===== config.mk =====
export PLATFORM = sky130hd
export DESIGN_NAME = i2c_xfer_seq_flat
export DESIGN_NICKNAME = d
export VERILOG_FILES = /design/src/rtl/i2c_xfer_seq_if.sv /design/src/rtl/i2c_xfer_seq.sv /design/src/flat_wrapper.sv
export SDC_FILE = /design/constraint.sdc
export NUM_CORES = 1
export LEC_CHECK = 0
export CAP_MARGIN = 20
export CORE_MARGIN = 1.5
export CORE_UTILIZATION = 55
export DETAILED_ROUTE_END_ITERATION = 10
export HOLD_SLACK_MARGIN = 0.03
export PLACE_DENSITY = 0.83
export REMOVE_ABC_BUFFERS = 1
export SYNTH_ARGS = -nofsm -noshare
export SYNTH_HDL_FRONTEND = slang
export SYNTH_SLANG_ARGS = --single-unit
export TNS_END_PERCENT = 100

===== constraint.sdc =====
create_clock -name clk -period 4.51 [get_ports clk]
set_input_delay 0.902 -clock clk [delete_from_list [all_inputs] [get_ports clk]]
set_output_delay 0.902 -clock clk [all_outputs]
set_load 0.03 [all_outputs]

===== src/rtl/i2c_xfer_seq_if.sv =====
// Host command/response and byte-engine control bundle for i2c_xfer_seq.
// The slave modport is the sequencer's view; master is the host/engine side.
interface i2c_xfer_seq_if;
    logic       cmd_valid;
    logic       cmd_ready;
    logic       cmd_rd;
    logic [6:0] cmd_dev;
    logic [7:0] cmd_reg;
    logic [7:0] cmd_wdata;
    logic       rsp_valid;
    logic [1:0] rsp_err;
    logic [7:0] rsp_rdata;
    logic       eng_start;
    logic       eng_stop;
    logic       eng_tx_on;
    logic       eng_rx_on;
    logic [7:0] eng_tx_byte;
    logic       eng_busy;
    logic       eng_ack;
    logic [7:0] eng_rx_byte;

    modport slave (
        input  cmd_valid, cmd_rd, cmd_dev, cmd_reg, cmd_wdata,
        input  eng_busy, eng_ack, eng_rx_byte,
        output cmd_ready, rsp_valid, rsp_err, rsp_rdata,
        output eng_start, eng_stop, eng_tx_on, eng_rx_on, eng_tx_byte
    );

    modport master (
        output cmd_valid, cmd_rd, cmd_dev, cmd_reg, cmd_wdata,
        output eng_busy, eng_ack, eng_rx_byte,
        input  cmd_ready, rsp_valid, rsp_err, rsp_rdata,
        input  eng_start, eng_stop, eng_tx_on, eng_rx_on, eng_tx_byte
    );
endinterface


===== src/rtl/i2c_xfer_seq.sv =====
// Turns one host register read/write into START/byte/STOP operations on the I2C byte engine.
// Define I2C_RETRY_EN to retry the whole transaction on address NACK up to RETRY_MAX times.
module i2c_xfer_seq #(
    parameter logic [15:0] TIMEOUT_CYC = 16'd50000,
    parameter int unsigned RETRY_MAX   = 2
) (
    input logic           clk,
    input logic           resetn,
    i2c_xfer_seq_if.slave bus
);
    typedef enum logic [3:0] {
        StIdle, StStart, StAddrW, StReg, StDataW, StRstart, StAddrR, StDataR, StStop, StDone
    } state_e;
    // PhReq: control high until busy seen; PhWait: wait for busy low; PhHold: timeout gap
    typedef enum logic [1:0] {PhReq, PhWait, PhHold} phase_e;

    localparam logic [1:0] ErrOk   = 2'b00;
    localparam logic [1:0] ErrAddr = 2'b01;
    localparam logic [1:0] ErrData = 2'b10;
    localparam logic [1:0] ErrTmo  = 2'b11;

    state_e      state_q, state_d, next_op;
    phase_e      phase_q, phase_d;
    logic [15:0] tmo_q, tmo_d;
    logic [1:0]  err_q, err_d, err_new;
    logic [7:0]  rdata_q, rdata_d;
    logic        rd_q;
    logic [6:0]  dev_q;
    logic [7:0]  reg_q, wdata_q;
    logic        accept, op_done, tmo_hit, retry, req;

    assign accept  = bus.cmd_valid && (state_q == StIdle);
    assign op_done = (phase_q == PhWait) && !bus.eng_busy;
    assign tmo_hit = (TIMEOUT_CYC != 16'd0) && (tmo_q == TIMEOUT_CYC - 16'd1);

`ifdef I2C_RETRY_EN
    localparam logic [1:0] RetryMax = RETRY_MAX[1:0];
    logic [1:0] retry_q;

    assign retry = (state_q == StStop) && op_done && (err_q == ErrAddr) && (retry_q < RetryMax);

    always_ff @(posedge clk or negedge resetn) begin
        if (!resetn) begin
            retry_q <= 2'd0;
        end else if (accept) begin
            retry_q <= 2'd0;
        end else if (retry) begin
            retry_q <= retry_q + 2'd1;
        end
    end
`else
    assign retry = 1'b0;
`endif

    always_ff @(posedge clk or negedge resetn) begin
        if (!resetn) begin
            rd_q    <= 1'b0;
            dev_q   <= 7'd0;
            reg_q   <= 8'd0;
            wdata_q <= 8'd0;
        end else if (accept) begin
            rd_q    <= bus.cmd_rd;
            dev_q   <= bus.cmd_dev;
            reg_q   <= bus.cmd_reg;
            wdata_q <= bus.cmd_wdata;
        end
    end

    always_ff @(posedge clk or negedge resetn) begin
        if (!resetn) begin
            state_q <= StIdle;
            phase_q <= PhReq;
            tmo_q   <= 16'd0;
            err_q   <= ErrOk;
            rdata_q <= 8'd0;
        end else begin
            state_q <= state_d;
            phase_q <= phase_d;
            tmo_q   <= tmo_d;
            err_q   <= err_d;
            rdata_q <= rdata_d;
        end
    end

    always_comb begin
        state_d = state_q;
        phase_d = phase_q;
        tmo_d   = tmo_q;
        err_d   = err_q;
        rdata_d = rdata_q;
        err_new = ErrOk;
        next_op = StStop;

        // Successor of the current operation once the engine reports completion
        unique case (state_q)
            StStart:  next_op = StAddrW;
            StAddrW:  if (bus.eng_ack) next_op = StReg; else err_new = ErrAddr;
            StReg: begin
                if (!bus.eng_ack) err_new = ErrData;
                else if (rd_q)    next_op = StRstart;
                else              next_op = StDataW;
            end
            StDataW:  if (!bus.eng_ack) err_new = ErrData;
            StRstart: next_op = StAddrR;
            StAddrR:  if (bus.eng_ack) next_op = StDataR; else err_new = ErrAddr;
            StStop:   next_op = retry ? StStart : StDone;
            default:  next_op = StStop;
        endcase

        if (state_q == StIdle) begin
            if (accept) begin
                state_d = StStart;
                phase_d = PhReq;
                tmo_d   = 16'd0;
                err_d   = ErrOk;
            end
        end else if (state_q == StDone) begin
            state_d = StIdle;
        end else if (phase_q == PhHold) begin
            state_d = StStop;
            phase_d = PhReq;
            tmo_d   = 16'd0;
        end else if (op_done) begin
            state_d = next_op;
            phase_d = PhReq;
            tmo_d   = 16'd0;
            if (err_q == ErrOk) err_d = err_new;
            if (state_q == StDataR) rdata_d = bus.eng_rx_byte;
            if (retry) err_d = ErrOk;
        end else if (tmo_hit) begin
            // First recorded error wins; a STOP that hangs goes straight to DONE
            tmo_d = 16'd0;
            if (err_q == ErrOk) err_d = ErrTmo;
            if (state_q == StStop) state_d = StDone;
            else                   phase_d = PhHold;
        end else begin
            tmo_d = tmo_q + 16'd1;
            if ((phase_q == PhReq) && bus.eng_busy) phase_d = PhWait;
        end
    end

    assign req           = (phase_q == PhReq);
    assign bus.cmd_ready = (state_q == StIdle);
    assign bus.rsp_valid = (state_q == StDone);
    assign bus.rsp_err   = err_q;
    assign bus.rsp_rdata = rdata_q;
    assign bus.eng_start = req && ((state_q == StStart) || (state_q == StRstart));
    assign bus.eng_stop  = req && (state_q == StStop);
    assign bus.eng_tx_on = req && ((state_q == StAddrW) || (state_q == StReg) ||
                                   (state_q == StDataW) || (state_q == StAddrR));
    assign bus.eng_rx_on = req && (state_q == StDataR);

    always_comb begin
        bus.eng_tx_byte = 8'h00;
        case (state_q)
            StAddrW: bus.eng_tx_byte = {dev_q, 1'b0};
            StReg:   bus.eng_tx_byte = reg_q;
            StDataW: bus.eng_tx_byte = wdata_q;
            StAddrR: bus.eng_tx_byte = {dev_q, 1'b1};
            default: bus.eng_tx_byte = 8'h00;
        endcase
    end
endmodule


===== src/flat_wrapper.sv =====
// flat-port wrapper written by rule: the top's interface ports become plain ports
module i2c_xfer_seq_flat 
#(
    parameter logic [15:0] TIMEOUT_CYC = 16'd50000,
    parameter int unsigned RETRY_MAX   = 2
)
  (clk, resetn, bus_cmd_valid, bus_cmd_rd, bus_cmd_dev, bus_cmd_reg, bus_cmd_wdata, bus_eng_busy, bus_eng_ack, bus_eng_rx_byte, bus_cmd_ready, bus_rsp_valid, bus_rsp_err, bus_rsp_rdata, bus_eng_start, bus_eng_stop, bus_eng_tx_on, bus_eng_rx_on, bus_eng_tx_byte);
  i2c_xfer_seq_if bus_i ();
  input logic clk;
  input logic resetn;
  input wire logic [$bits(bus_i.cmd_valid)-1:0] bus_cmd_valid;
  input wire logic [$bits(bus_i.cmd_rd)-1:0] bus_cmd_rd;
  input wire logic [$bits(bus_i.cmd_dev)-1:0] bus_cmd_dev;
  input wire logic [$bits(bus_i.cmd_reg)-1:0] bus_cmd_reg;
  input wire logic [$bits(bus_i.cmd_wdata)-1:0] bus_cmd_wdata;
  input wire logic [$bits(bus_i.eng_busy)-1:0] bus_eng_busy;
  input wire logic [$bits(bus_i.eng_ack)-1:0] bus_eng_ack;
  input wire logic [$bits(bus_i.eng_rx_byte)-1:0] bus_eng_rx_byte;
  output wire logic [$bits(bus_i.cmd_ready)-1:0] bus_cmd_ready;
  output wire logic [$bits(bus_i.rsp_valid)-1:0] bus_rsp_valid;
  output wire logic [$bits(bus_i.rsp_err)-1:0] bus_rsp_err;
  output wire logic [$bits(bus_i.rsp_rdata)-1:0] bus_rsp_rdata;
  output wire logic [$bits(bus_i.eng_start)-1:0] bus_eng_start;
  output wire logic [$bits(bus_i.eng_stop)-1:0] bus_eng_stop;
  output wire logic [$bits(bus_i.eng_tx_on)-1:0] bus_eng_tx_on;
  output wire logic [$bits(bus_i.eng_rx_on)-1:0] bus_eng_rx_on;
  output wire logic [$bits(bus_i.eng_tx_byte)-1:0] bus_eng_tx_byte;
  assign bus_i.cmd_valid = bus_cmd_valid;
  assign bus_i.cmd_rd = bus_cmd_rd;
  assign bus_i.cmd_dev = bus_cmd_dev;
  assign bus_i.cmd_reg = bus_cmd_reg;
  assign bus_i.cmd_wdata = bus_cmd_wdata;
  assign bus_i.eng_busy = bus_eng_busy;
  assign bus_i.eng_ack = bus_eng_ack;
  assign bus_i.eng_rx_byte = bus_eng_rx_byte;
  assign bus_cmd_ready = bus_i.cmd_ready;
  assign bus_rsp_valid = bus_i.rsp_valid;
  assign bus_rsp_err = bus_i.rsp_err;
  assign bus_rsp_rdata = bus_i.rsp_rdata;
  assign bus_eng_start = bus_i.eng_start;
  assign bus_eng_stop = bus_i.eng_stop;
  assign bus_eng_tx_on = bus_i.eng_tx_on;
  assign bus_eng_rx_on = bus_i.eng_rx_on;
  assign bus_eng_tx_byte = bus_i.eng_tx_byte;
  i2c_xfer_seq #(.TIMEOUT_CYC(TIMEOUT_CYC), .RETRY_MAX(RETRY_MAX)) u_core (.clk(clk), .resetn(resetn), .bus(bus_i));
endmodule

==> flow_summary_export.csv, run 1 <==
group,metric,value,unit
final_layout,nNetsFinal,390,
floorplanning,start_util,0.577,
routing,wl,6740,µm
final_layout,antenna_cells,0,
job,maxCapViolCount,0,
grt,grt_overflow_total,0,
place,placed_cells_incl_taps,415,
place,place_congestion,0.920,
timing,fin_tns_setup,0,ns
pwr,seqPwrFrac,0.413,
setup_path,critical-path-max-stage-delay,0.69,ns
floorplanning,fp.dieW,76.6,µm
setup_path,slowest_stage,"dfrtp_1",
pwr,ir_drop,0.000271,V
grt,grt_pass1_vias,2262,
yosys,syn_area,2980,µm²
yosys,async_reset_ff_frac,1.00,
place,dp_hpwl,4970,µm
clock_network,cts-root-buf,"clkbuf_8",
routing,ant_nets,0,
grt,antenna_found_initial,0,
pwr,internal-power,1.18,mW
setup_path,arrival,2.78,ns
clock_network,path_clk_slew,0.10,ns
routing,num_vias,2538,
yosys,yosysSeqAreaShare,0.470,
pwr,p_switching,0.790,mW
final_layout,final_core_util,0.715,
clock_network,cts-buffers-inserted,5,
timing,slew_headroom,0.341,
yosys,ys_ff_latch,56,
timing,final_hold_viol_count,0,
clock_network,post_cts_buffers,0,
timing,finalCriticalPeriod,3.68,ns
hold_path,worstHoldStart,"u_core.dev_q[2]$_DFFE_PN0P_",
routing,drcViolationCount,0,
status,status,"finished, final reports clean",
floorplanning,rows,26,
setup_path,cpMostUsedCell,"nand2_1",
clock_network,ctsHoldBuffers,0,
yosys,synth.distinct_cells,50,
place,portBuffers,60,
timing,setup_viol,0,
clock_network,clockBufferDepth,2,
clock_network,cts_max_level,2,
setup_path,r2r_end,"u_core.reg_q[6]$_DFFE_PN0P_",
hold_path,hold_path_depth,1,
floorplanning,die_h,76.6,µm
yosys,yosysWarnings,0,
final_layout,stdcell_count,423,
setup_path,rr_startpoint,"u_core.state_q[0]$_DFFE_PN0P_",
timing,fmax,272,MHz
yosys,syn-mean-instance-area,10.0,µm²
grt,grt_pass1_wl,10900,µm
routing,drt_pass1_iterations,7,
floorplanning,core-area,5170,µm²
pwr,p_leak,1.53,nW
clock_network,ctsResizeCount,0,
clock_network,clk_latency,0.31,ns
routing,avgViaCountPerCell,6.00,
pwr,powerDensity,531,nW/µm²
setup_path,rr_worst_depth,4,
timing,tightest_slew,0.986,ns
timing,rsz0062_at_grt,"no",
timing,clock_skew,0.00938,ns
yosys,synth-edff-count,0,
routing,wire_per_inst,15.9,µm
pwr,p_sw_frac,0.402,
pwr,p_clk_frac,0.142,
pwr,power_frac_comb,0.445,
floorplanning,top_level_ports,61,
setup_path,critPathRequiredTime,3.61,ns
setup_path,r2r_slack,1.92,ns
final_layout,fillerInstances,382,
setup_path,criticalPathCategory,"register to output pin",
hold_path,whs_endpoint,"u_core.dev_q[2]$_DFFE_PN0P_",
routing,drt_iter0_markers,199,
yosys,synth_ff_type,"dfrtp_1",
timing,slew_viol_final,0,
final_layout,drive_gt1_frac,0.159,
clock_network,cts_sinks,56,
hold_path,min_path_type,"register to register",
timing,period_share,0.816,
floorplanning,die-area,5870,µm²
setup_path,cp-end-kind,"output pin",
grt,grt.total_usage,0.232,
clock_network,cts_tree,"done",
yosys,syn_inst,297,
final_layout,syn2layout_area_growth,24.0,%
setup_path,crit_fanout,19,
grt,grt_max_degree,57,
setup_path,start_kind,"register",
timing,whs,0.515,ns
setup_path,crit_chain,"nand2_1 -> nor3_1 -> a22oi_1 -> nand2_1 -> clkdlybuf4s50_1",
==> cells in the mapped netlist, drive strengths merged (6+ instances only) <==
| library cell | number | area, µm² |
|---|---|---|
| a21oi | 14 | 70.1 |
| a22o | 6 | 52.6 |
| a22oi | 7 | 52.6 |
| buf | 9 | 56.3 |
| clkbuf | 6 | 23.8 |
| dfrtp | 56 | 1400 |
| inv | 11 | 41.3 |
| mux2 | 33 | 372 |
| nand2 | 28 | 105 |
| nand2b | 7 | 43.8 |
| nand3 | 13 | 65.1 |
| nor2 | 17 | 63.8 |
| nor2b | 6 | 37.5 |
| nor3 | 9 | 45.0 |
| nor3b | 6 | 45.0 |
| o21ai | 23 | 134 |
| or3 | 9 | 61.3 |
==> power groups by stage <==
stage          sequential, mW  combinational (mW)  clock, mW
2_1_floorplan           0.808               0.578          0
3_3_place_gp            0.811               0.850          0
3_5_place_dp            0.819               0.875          0
4_1_cts                 0.807               0.877      0.283
5_1_grt                 0.837               0.950      0.304
6_report                0.812               0.875      0.278
==> worst max-delay path, delay by kind of cell (launching register included) <==
kind / cells / cell delay [ns]
AO/OA/AOI/OAI: 1 / 0.21
buffers and inverters: 1 / 0.67
flip-flops: 1 / 0.69
AND/OR/NAND/NOR: 3 / 0.90
==> stage by stage <==
step	instance area (µm²)	power, mW	worst slack [ns]
after global placement	3610	1.66	1.30
after floorplan	2900	1.39	1.75
final	3700	1.97	0.831
after detailed placement	3610	1.69	1.22
after global routing	3700	2.09	0.621
after CTS	3700	1.97	0.866
==> cells by family (layout without fill, tap and decap cells) <==
family / after synthesis / count (layout) / synth area share
and+or+nand+nor: 116 / 116 / 0.214
AOI/OAI and AO/OA: 64 / 64 / 0.144
DFF: 56 / 56 / 0.470
muxes: 34 / 34 / 0.128
buffers and inverters: 26 / 82 / 0.0407
adders and majority gates: 1 / 1 / 0.00419
==> routing by layer <==
| metal | GRT usage | up-vias | part of all wire |
|---|---|---|---|
| li1 | - | 1191 | - |
| met1 | 0.317 | 1236 | 0.43 |
| met2 | 0.363 | 95 | 0.48 |
| met3 | 0.0503 | 16 | 0.064 |
| met4 | 0.0870 | 0 | 0.024 |
| met5 | 0 | - | 0 |
==> cells in the final DEF, fill, tap and decap left out, drive strengths merged, types with 2 or more instances in the layout <==
master,count
nor4bb,2
nor3,9
a22oi,7
or2,2
nand2,28
nor2,17
a22o,6
inv,12
nand3,13
a311oi,2
a21oi,14
a211oi,2
clkdlybuf4s50,59
clkbuf,5
nand4,4
clkinv,2
nor2b,6
and3,2
dfrtp,56
nand2b,7
nor3b,6
mux2,33
and4bb,2
or3,9
o32ai,2
o21ai,23
nor4,4
buf,4
==> sequential cells by signal, summed over array words and instances, names as in the netlist <==
| signal | flops |
|---|---|
| u_core.bus.rsp_rdata | 8 |
| u_core.bus.rsp_err | 2 |
| u_core.rd_q | 1 |
| u_core.dev_q | 7 |
| u_core.state_q | 4 |
| u_core.reg_q | 8 |
| u_core.wdata_q | 8 |
| u_core.tmo_q | 16 |
| u_core.phase_q | 2 |
==> worst max path at each step <==
| stage | startpoint | endpoint | slack (ns) | cells after the start |
|---|---|---|---|---|
| finish | u_core.state_q[1]$_DFFE_PN0P_ | bus_eng_tx_byte[7] | 0.83 | 5 |
| global route | u_core.state_q[1]$_DFFE_PN0P_ | bus_eng_tx_byte[7] | 0.62 | 5 |
| CTS | u_core.state_q[1]$_DFFE_PN0P_ | bus_eng_tx_byte[7] | 0.87 | 5 |
| detailed placement | u_core.state_q[1]$_DFFE_PN0P_ | bus_eng_tx_byte[7] | 1.22 | 5 |
| global placement | u_core.state_q[1]$_DFFE_PN0P_ | bus_eng_tx_byte[3] | 1.30 | 5 |
| floorplan | u_core.state_q[2]$_DFFE_PN0P_ | bus_eng_stop | 1.75 | 3 |
==> final cells by class <==
| type | count | area (µm²) | area share |
|---|---|---|---|
| multi-input combinational | 215 | 1460 | 0.395 |
| sequential | 56 | 1400 | 0.379 |
| timing repair buffer | 63 | 618 | 0.167 |
| tap | 70 | 87.6 | 0.0237 |
| clock buffer | 5 | 68.8 | 0.0186 |
| inverter | 11 | 41.3 | 0.0112 |
| clock inverter | 3 | 22.5 | 0.00609 |
Note: power is estimated with default switching activity, not from simulation.
==> run 2: changes to the inputs <==
--- a/config.mk
+++ b/config.mk
@@ -7,10 +7,10 @@
 export LEC_CHECK = 0
 export CAP_MARGIN = 20
 export CORE_MARGIN = 1.5
-export CORE_UTILIZATION = 55
+export CORE_UTILIZATION = 46
 export DETAILED_ROUTE_END_ITERATION = 10
 export HOLD_SLACK_MARGIN = 0.03
-export PLACE_DENSITY = 0.83
+export PLACE_DENSITY = 0.74
 export REMOVE_ABC_BUFFERS = 1
 export SYNTH_ARGS = -nofsm -noshare
 export SYNTH_HDL_FRONTEND = slang
==> constraint.sdc (replaced) <==
create_clock -name clk -period 3.1 [get_ports clk]
set_input_delay 0.62 -clock clk [delete_from_list [all_inputs] [get_ports clk]]
set_output_delay 0.62 -clock clk [all_outputs]
set_load 0.03 [all_outputs]
==> flow_summary_export.csv, run 2 (synthesis gave the netlist of run 1 again) <==
group,metric,value,unit
pwr,p_leak,1.55,nW
routing,wire_per_inst,15.9,µm
final_layout,antenna_cells,0,
final_layout,nNetsFinal,397,
clock_network,path_clk_slew,0.10,ns
final_layout,fillerInstances,585,
clock_network,cts-root-buf,"clkbuf_8",
floorplanning,start_util,0.472,
timing,clock_skew,0.00508,ns
setup_path,crit_fanout,20,
timing,slew_viol_final,0,
grt,grt.total_usage,0.208,
final_layout,largest_reg_flops,16,
grt,grt_max_degree,27,
floorplanning,core-area,6310,µm²
clock_network,cts_sinks,56,
clock_network,cts_max_level,2,
grt,grt_overflow_total,0,
clock_network,clockBufferDepth,2,
routing,avgViaCountPerCell,5.70,
routing,drt_pass1_iterations,4,
clock_network,clk_latency,0.30,ns
grt,grt_pass1_vias,2511,
floorplanning,fp.dieW,83.5,µm
routing,drcViolationCount,0,
place,place_congestion,0.917,
timing,finalCriticalPeriod,2.87,ns
routing,num_vias,2490,
grt,grt_pass1_wl,12000,µm
job,maxCapViolCount,0,
final_layout,layout_commonest_cell,"clkdlybuf4s50_1",
setup_path,critPathRequiredTime,2.48,ns
clock_network,cts-buffers-inserted,5,
routing,drt_iter0_markers,112,
setup_path,arrival,2.25,ns
timing,slew_headroom,0.615,
status,status,"finished, final reports clean",
place,dp_hpwl,5070,µm
timing,whs,0.300,ns
timing,tightest_slew,0.577,ns
final_layout,drive_gt1_frac,0.183,
setup_path,cp-end-kind,"output pin",
routing,ant_nets,0,
pwr,ir_drop,0.000644,V
timing,rsz0062_at_grt,"no",
floorplanning,top_level_ports,61,
floorplanning,die-area,6980,µm²
place,portBuffers,60,
final_layout,regMostFlops,"u_core.tmo_q",
final_layout,multiInputGateArea,1460,µm²
setup_path,start_kind,"register",
floorplanning,rows,29,
final_layout,syn2layout_area_growth,26.2,%
timing,fmax,348,MHz
floorplanning,die_h,83.5,µm
hold_path,min_path_type,"input port to async pin",
pwr,powerDensity,766,nW/µm²
grt,antenna_found_initial,0,
timing,setup_viol,0,
routing,wl,6940,µm
final_layout,regArea,1410,µm²
timing,fin_tns_setup,0,ns
final_layout,final_cell_mix,"clkdlybuf4s50_1, dfrtp_1, mux2_2, nand2_1",
timing,final_hold_viol_count,0,
clock_network,cts_tree,"done",
timing,period_share,0.927,
setup_path,criticalPathCategory,"register to output pin",
## run 2: final timing paths
kind | cells past startpoint | startpoint | to | slack [ns]
max reg2reg | 5 | u_core.state_q[0]$_DFFE_PN0P_ | u_core.tmo_q[6]$_DFFE_PN0P_ | 0.99
min in group clk | 1 | u_core.wdata_q[0]$_DFFE_PN0P_ | u_core.wdata_q[0]$_DFFE_PN0P_ | 0.52
min reg2reg | 1 | u_core.wdata_q[0]$_DFFE_PN0P_ | u_core.wdata_q[0]$_DFFE_PN0P_ | 0.52
max in group asynchronous | 2 | resetn | u_core.state_q[0]$_DFFE_PN0P_ | 2.12
min | 1 | resetn | u_core.dev_q[6]$_DFFE_PN0P_ | 0.30
max | 3 | u_core.state_q[0]$_DFFE_PN0P_ | bus_cmd_ready | 0.23
## run 2: critical path, cell delays in order (launching register included)
cell,delay (ns)
dfrtp_2,0.54
or4_4,0.58
inv_1,0.15
clkdlybuf4s50_1,0.69
## run 2: timing repair
action                                 CTS  global route
hold buffers                             0             0
setup endpoints to repair                7             9
buffers inserted                         0             0
gates resized for setup                  2             2
endpoints found under the hold margin    0             0
## run 2: layout make-up
cell class / instances / area share
clock buffers: 6 / 0.0193
clock inverters: 2 / 0.00432
inverters: 11 / 0.0110
multi-input cells: 215 / 0.389
flip-flops and latches: 56 / 0.373
well taps: 77 / 0.0256
repair buffers: 70 / 0.178
## run 2: report_power, final
part           internal, mW  total, mW  switching (mW)  leakage, nW
sequential            0.964       1.17           0.209        0.713
clock                 0.162      0.400           0.239       0.0414
combinational         0.614       1.31           0.697        0.800
## run 2: routing by layer
layer / GRT usage / share of wire
met1: 0.298 / 0.47
met2: 0.332 / 0.48
met3: 0.0307 / 0.038
met4: 0.0596 / 0.018
met5: 0 / 0
## run 2: through the flow
stage / utilization / total power [mW] / std cells / setup slack, ns / area (µm²)
floorplan: - / 2.02 / 282 / 0.626 / 2900
global placement: 0.581 / 2.45 / 429 / 0.367 / 3670
detailed placement: 0.581 / 2.49 / 429 / 0.278 / 3670
CTS: 0.596 / 2.89 / 437 / 0.0818 / 3760
global route: 0.596 / 3.09 / 437 / 0.0964 / 3760
finish: 0.596 / 2.88 / 437 / 0.225 / 3760
==> run 3: changes to the inputs <==
--- a/config.mk
+++ b/config.mk
@@ -5,10 +5,11 @@
 export SDC_FILE = /design/constraint.sdc
 export NUM_CORES = 1
 export LEC_CHECK = 0
-export CAP_MARGIN = 20
 export CORE_MARGIN = 1.5
 export CORE_UTILIZATION = 46
+export CTS_CLUSTER_SIZE = 14
 export DETAILED_ROUTE_END_ITERATION = 10
+export GPL_ROUTABILITY_DRIVEN = 0
 export HOLD_SLACK_MARGIN = 0.03
 export PLACE_DENSITY = 0.74
 export REMOVE_ABC_BUFFERS = 1
==> results of run 3 <==
No change in the layout: final DEF, timing and power equal those of run 2.
